[src/rtl/xor_checksum.sv]
// xor_checksum: accumulates the bitwise XOR and word count of a frame of
// WIDTH-bit words, then holds the result until the consumer takes it.
// A frame is closed by in_last or by reaching MAX_LEN words, in which
// case out_len_err flags the forced close.
// Optional feature macro: XOR_CHECKSUM_COMPARE_EN. When defined, the
// closing word is the expected checksum: it is excluded from out_sum
// (still counted) and out_chk_ok reports whether the two match.
module xor_checksum #(
  parameter int  WIDTH   = 8,
  parameter int  MAX_LEN = 16,
  localparam int CW      = $clog2(MAX_LEN + 1)
) (
  input  logic             clk,
  input  logic             rst_n,
  input  logic             in_valid,
  output logic             in_ready,
  input  logic [WIDTH-1:0] in_data,
  input  logic             in_last,
  output logic             out_valid,
  input  logic             out_ready,
  output logic [WIDTH-1:0] out_sum,
  output logic [CW-1:0]    out_count,
  output logic             out_len_err
`ifdef XOR_CHECKSUM_COMPARE_EN
  ,
  output logic             out_chk_ok
`endif
);

  typedef enum logic {
    ACC  = 1'b0,
    HOLD = 1'b1
  } state_t;

  state_t           state;
  state_t           state_nxt;
  logic [WIDTH-1:0] acc;
  logic [CW-1:0]    count;

  // Combinational helpers derived from current state and inputs.
  logic             in_fire;
  logic             out_fire;
  logic [WIDTH-1:0] acc_nxt;
  logic [CW-1:0]    count_inc;
  logic             hit_max;
  logic             close_beat;

  assign in_fire    = in_valid & (state == ACC);
  assign out_fire   = out_ready & (state == HOLD);
  assign acc_nxt    = acc ^ in_data;
  assign count_inc  = count + CW'(1);
  assign hit_max    = (count_inc == CW'(MAX_LEN));
  assign close_beat = in_fire & (in_last | hit_max);

  // State register.
  // NOTE: clocked state uses non-blocking (<=) so every flop samples the
  // pre-edge values; blocking here would create order-dependent races.
  always_ff @(posedge clk or negedge rst_n) begin
    if (!rst_n) begin
      state <= ACC;
    end else begin
      state <= state_nxt;
    end
  end

  // Next-state and handshake outputs.
  // NOTE: every signal written here gets a default first, so no path
  // leaves one unassigned and no latch is inferred.
  always_comb begin
    state_nxt = state;
    in_ready  = 1'b0;
    out_valid = 1'b0;
    case (state)
      ACC: begin
        in_ready = 1'b1;
        if (in_valid && (in_last || hit_max)) begin
          state_nxt = HOLD;
        end
      end
      HOLD: begin
        out_valid = 1'b1;
        if (out_ready) begin
          state_nxt = ACC;
        end
      end
      default: state_nxt = ACC;
    endcase
  end

  // Accumulator, word counter and the captured frame result.
  // NOTE: every register here is a plain flop with a reset value; there is
  // no storage array, so nothing is left uninitialised after reset.
  always_ff @(posedge clk or negedge rst_n) begin
    if (!rst_n) begin
      acc         <= '0;
      count       <= '0;
      out_sum     <= '0;
      out_count   <= '0;
      out_len_err <= 1'b0;
`ifdef XOR_CHECKSUM_COMPARE_EN
      out_chk_ok  <= 1'b0;
`endif
    end else begin
      if (in_fire) begin
        acc   <= acc_nxt;
        count <= count_inc;
      end else if (out_fire) begin
        // Result consumed: start the next frame from a clean slate.
        acc   <= '0;
        count <= '0;
      end

      if (close_beat) begin
        out_count   <= count_inc;
        // A frame that ends on in_last is a normal close, even when it is
        // also the MAX_LEN-th word.
        out_len_err <= ~in_last;
`ifdef XOR_CHECKSUM_COMPARE_EN
        // Closing word is the expected checksum, not payload.
        out_sum     <= acc;
        out_chk_ok  <= in_last & (acc == in_data);
`else
        out_sum     <= acc_nxt;
`endif
      end
    end
  end

endmodule

[config.mk]
export PLATFORM = sky130hd
export DESIGN_NAME = xor_checksum
export DESIGN_NICKNAME = d
export VERILOG_FILES = /design/src/rtl/xor_checksum.sv
export SDC_FILE = /design/constraint.sdc
export NUM_CORES = 1
export LEC_CHECK = 0
export CORE_MARGIN = 3
export CORE_UTILIZATION = 45
export DETAILED_ROUTE_END_ITERATION = 12
export GPL_ROUTABILITY_DRIVEN = 0
export HOLD_SLACK_MARGIN = 0.05
export PLACE_DENSITY = 0.72
export REMOVE_ABC_BUFFERS = 1
export SYNTH_ARGS = -nofsm -noshare
export SYNTH_HDL_FRONTEND = slang
export SYNTH_SLANG_ARGS = --single-unit
[constraint.sdc]
create_clock -name clk -period 2.7 [get_ports clk]
set_input_delay 0.27 -clock clk [delete_from_list [all_inputs] [get_ports clk]]
set_output_delay 0.27 -clock clk [all_outputs]
set_load 0.01 [all_outputs]
# Yosys cells after proc, flatten, opt, wreduce, memory -nomap -nowiden
# Index checks and enable logic that the tools add are counted.
# totals
ff_bits	28
in_bits	13
out_inout_bits	16
# classes
n_addsub	1
n_eq_ne	1
mux	9
bitwise	7
n_reduce_logical	3
# op_table
op	n
$mux W8	2
$mux W5	2
$xor A8 B8 Y8	1
$add A5 B1 Y5 const B	1
$eq A5 B5 Y1 const B	1
$mux W1	4
$and A1 B1 Y1	3
$not A1 Y1	2
$pmux W1 S2	1
$reduce_bool A2 Y1	1
$logic_and A1 B1 Y1	1
$logic_or A1 B1 Y1	1
$or A1 B1 Y1	1

# Logic depth before layout (Yosys ltp)
# depth
ltp_word	6
depth_mapped	6

# Worst setup path after synthesis
# Ideal clock, no wire load.
# synth_path
path_type	register to register
start	reg count[0]
end	reg out_count[2]
t_arrival_ns	1.881
t_required_ns	2.575
slack_ns	0.693
stages_incl_launch_ff	7
n_path_buf	1
synth_period_minus_slack_ns	2.007
path_cell_list	dfrtp_1 > ha_1 > nor4b_1 > a31oi_2 > o31ai_4 > buf_6 > mux2_4
# synth_between
elab_chain_cells	4
# synth_lines
element	line	text
start, declared	38	logic [CW-1:0] count;
start signal, assigned	106	count <= count_inc;
$add A5 B1 Y5 (*)	51	assign count_inc = count + CW'(1);
$eq A5 B5 Y1	52	assign hit_max = (count_inc == CW'(MAX_LEN));
$or A1 B1 Y1	53	assign close_beat = in_fire & (in_last | hit_max);
$and A1 B1 Y1	53	
end signal, assigned	114	out_count <= count_inc;
end, declared	22	output logic [CW-1:0] out_count,
# Every way passes the cells marked *; elsewhere a longest branch is shown, timed or not.
# A chain may end at the register's enable or synchronous reset.

# Worst setup path in the final report
# layout_path
start	reg count[0]
end	reg out_count[1]
# The elaborated chain is that of the path after synthesis.

==> results.toml <==
[synthesis]
synth_top_family_by_area = "compound AO/OA/AOI/OAI gates"
synthSimpleGateAreaFrac_pct = 11.9
netlist_area_mm2 = 0.00138
yosys_warnings = 0
syn_avg_cell_area_um2 = 11.3
synthArstFlopShare_pct = 100
yosys.area.top_type_share_pct = 50.6
synth_cell_types = 31
synth-compound-area-share_pct = 14.2
synth_fa_ha_area_share_pct = 1.81
yosysTopAreaCell = "dfrtp_1"
synth-seq-area-share_pct = 50.6
yosys_register_bits = 28
synthTopCellsByArea = "dfrtp_1, mux2_4, o21ai_0"
synth_edf_count = 0
synth_commonest_cells = "dfrtp_1, o21ai_0, nand2_1"
synthMuxAreaShare_pct = 11.8
synthCells = 123
yosysMostFrequentCell = "dfrtp_1"
synth-xor-area-share_pct = 7.50
ys.flop_type = "dfrtp_1"

[timing]
setup_tns_ns = 0
finalCritPeriodShare_pct = 90.8
timing.slew.headroom_pct = 37.4
fin_ws_ns = 0.249
tightest_slew_ns = 0.939
finalHoldViolCount = 0
skew_ns = 0.00262
setup_viol = 0
rsz0062_at_grt = "no"
fin_hold_ws_ns = 0.279
min_period_ns = 2.45
fmax_mhz = 408
slew_viol_final = 0

[die]
coreArea_mm2 = 0.00285
die-area_mm2 = 0.00378
start_util_pct = 48.5
die_h_um = 61.5
die_x_um = 61.5
ios = 29
row_count = 19

[final_layout]
drive_gt1_share_pct = 16.9
n_antenna_cell = 0
area_delta_synth_final_pct = 25.7
nets = 170
num-fill-cells = 237
fin_cells = 185
fin_area_mm2 = 0.00174
multi_input_comb_area_um2 = 653
regArea_um2 = 701

[clock_network]
cts-root-buf = "clkbuf_4"
htreeDepth = 1
clk_latency_ns = 0.34
numCtsBuffers = 3
clock_path_buffers = 2
cts.repair.resized = 0
clock-sinks = 28
clkTransAtPathRegs_ns = 0.15
cts_tree = "done"
cts_hold_buf = 0
postCtsSetupRepairBufs = 0

[routing]
first_pass_iters = 4
drt-initial-drc-count = 18
ant_nets = 0
viasPerCell = 5.36
totalWireLength_um = 2600
wl_per_cell_um = 14.0
via_count = 991
drc_errors = 0

[setup_path]
end_kind = "flip-flop"
critPathLaunchType = "flip-flop"
crit_type = "reg2reg"
arrival_ns = 2.69
worstPathRequired_ns = 2.94
critPathMaxFanout = 8

[placement]
dpl-instance-area_mm2 = 0.00170
place_ws_ns = 0.301
dp.cells = 181
dp_hpwl_um = 1850
port_buffers = 28

[grt]
gr-total-overflow = 0
grt_max_degree = 29
grt.total_usage_pct = 16.2
antenna_found_initial = 0
grt_pass1_wl_um = 4530
grt_pass1_vias = 1012

[min_path]
hold_class = "in2async"

[power_and_ir_drop]
power_density_mw_per_mm2 = 781
leakage_uw = 0.000768
peakVddDrop_mv = 0.423

[outcome]
outcome = "finished clean"

[run]
maxCapViolCount = 0
## critical path, stage by stage, from the launching register on
cell and delay [ns]:
dfrtp_1 0.49, ha_1 0.32, nor4b_1 0.44, a31oi_2 0.14
o31ai_4 0.40, buf_4 0.23, mux2_2 0.33
## cells by family (layout without fill, tap and decap cells)
family                     count (synthesis)  in the layout
and+or+nand+nor                           33             33
AOI/OAI and AO/OA                         31             31
DFF                                       28             28
muxes                                     12             12
xor gates and xnor gates                  11             11
buffers and inverters                      6             37
adders and majority gates                  2              2
## layout by cell type (no fill, tap or decap)
cell type | netlist | routed
o22ai_1 | 1 | 1
clkbuf_8 | 0 | 1
o31ai_4 | 1 | 1
xor2_1 | 10 | 10
o21bai_1 | 1 | 1
nor2_1 | 10 | 10
and3_2 | 1 | 1
or3b_2 | 1 | 1
mux2i_1 | 2 | 2
inv_1 | 2 | 2
clkdlybuf4s50_1 | 0 | 28
nor3_1 | 1 | 1
o21ai_0 | 20 | 20
o21a_1 | 1 | 1
clkbuf_4 | 0 | 3
ha_1 | 2 | 2
nor4b_1 | 1 | 1
a31oi_2 | 1 | 1
mux2_2 | 2 | 2
dfrtp_1 | 28 | 28
and2b_2 | 1 | 1
nand2_1 | 13 | 13
nand3b_1 | 2 | 2
nand3_1 | 1 | 1
a22o_1 | 1 | 1
a21o_1 | 1 | 1
mux2_4 | 8 | 8
xnor2_2 | 1 | 1
and3_4 | 1 | 1
a21bo_2 | 1 | 1
buf_4 | 0 | 3
a21oi_1 | 3 | 3
or2b_2 | 1 | 1
## layer usage
layer  track usage, %  share of wire, %  vias up
li1                 -                 -      486
met1             21.4                47      480
met2             26.1                48       20
met3             3.98               3.8        5
met4             5.45               1.1        0
met5                0                 0        -
## final timing paths
path / startpoint / end / slack, ns / depth (start not counted)
min: rst_n / out_sum[5] / 0.28 / 2
max in group asynchronous: rst_n / out_count[4] / 2.16 / 2
min in group clk: out_ready / state / 0.51 / 2
min reg2reg: acc[1] / acc[1] / 0.52 / 1
max: count[0] / out_count[1] / 0.25 / 6
max reg2reg: count[0] / out_count[1] / 0.25 / 6
## registers in the layout (all words and copies together), names as in the netlist
| register | count |
|---|---|
| out_count | 5 |
| acc | 8 |
| count | 5 |
| out_len_err | 1 |
| out_sum | 8 |
| state | 1 |
## layout make-up
type	count	share of cell area (%)
multi-input combinational	89	37.6
sequential	28	40.3
inverter	2	0.432
timing repair buffer	31	17.4
clock buffer	4	2.09
tap	31	2.23
## power by group
part,internal (uW),total [uW],leakage [uW],switching (uW)
clock,82.8,210,0.0000210,127
combinational,306,503,0.000395,196
sequential,543,647,0.000352,103
## per-stage QoR
stage | total power [uW] | util (%)
after floorplan | 907 | -
after global placement | 1150 | 59.7
after detailed placement | 1160 | 59.7
after CTS | 1370 | 61.0
after global routing | 1450 | 61.0
final | 1360 | 61.0
(Power assumes the default switching activity.)
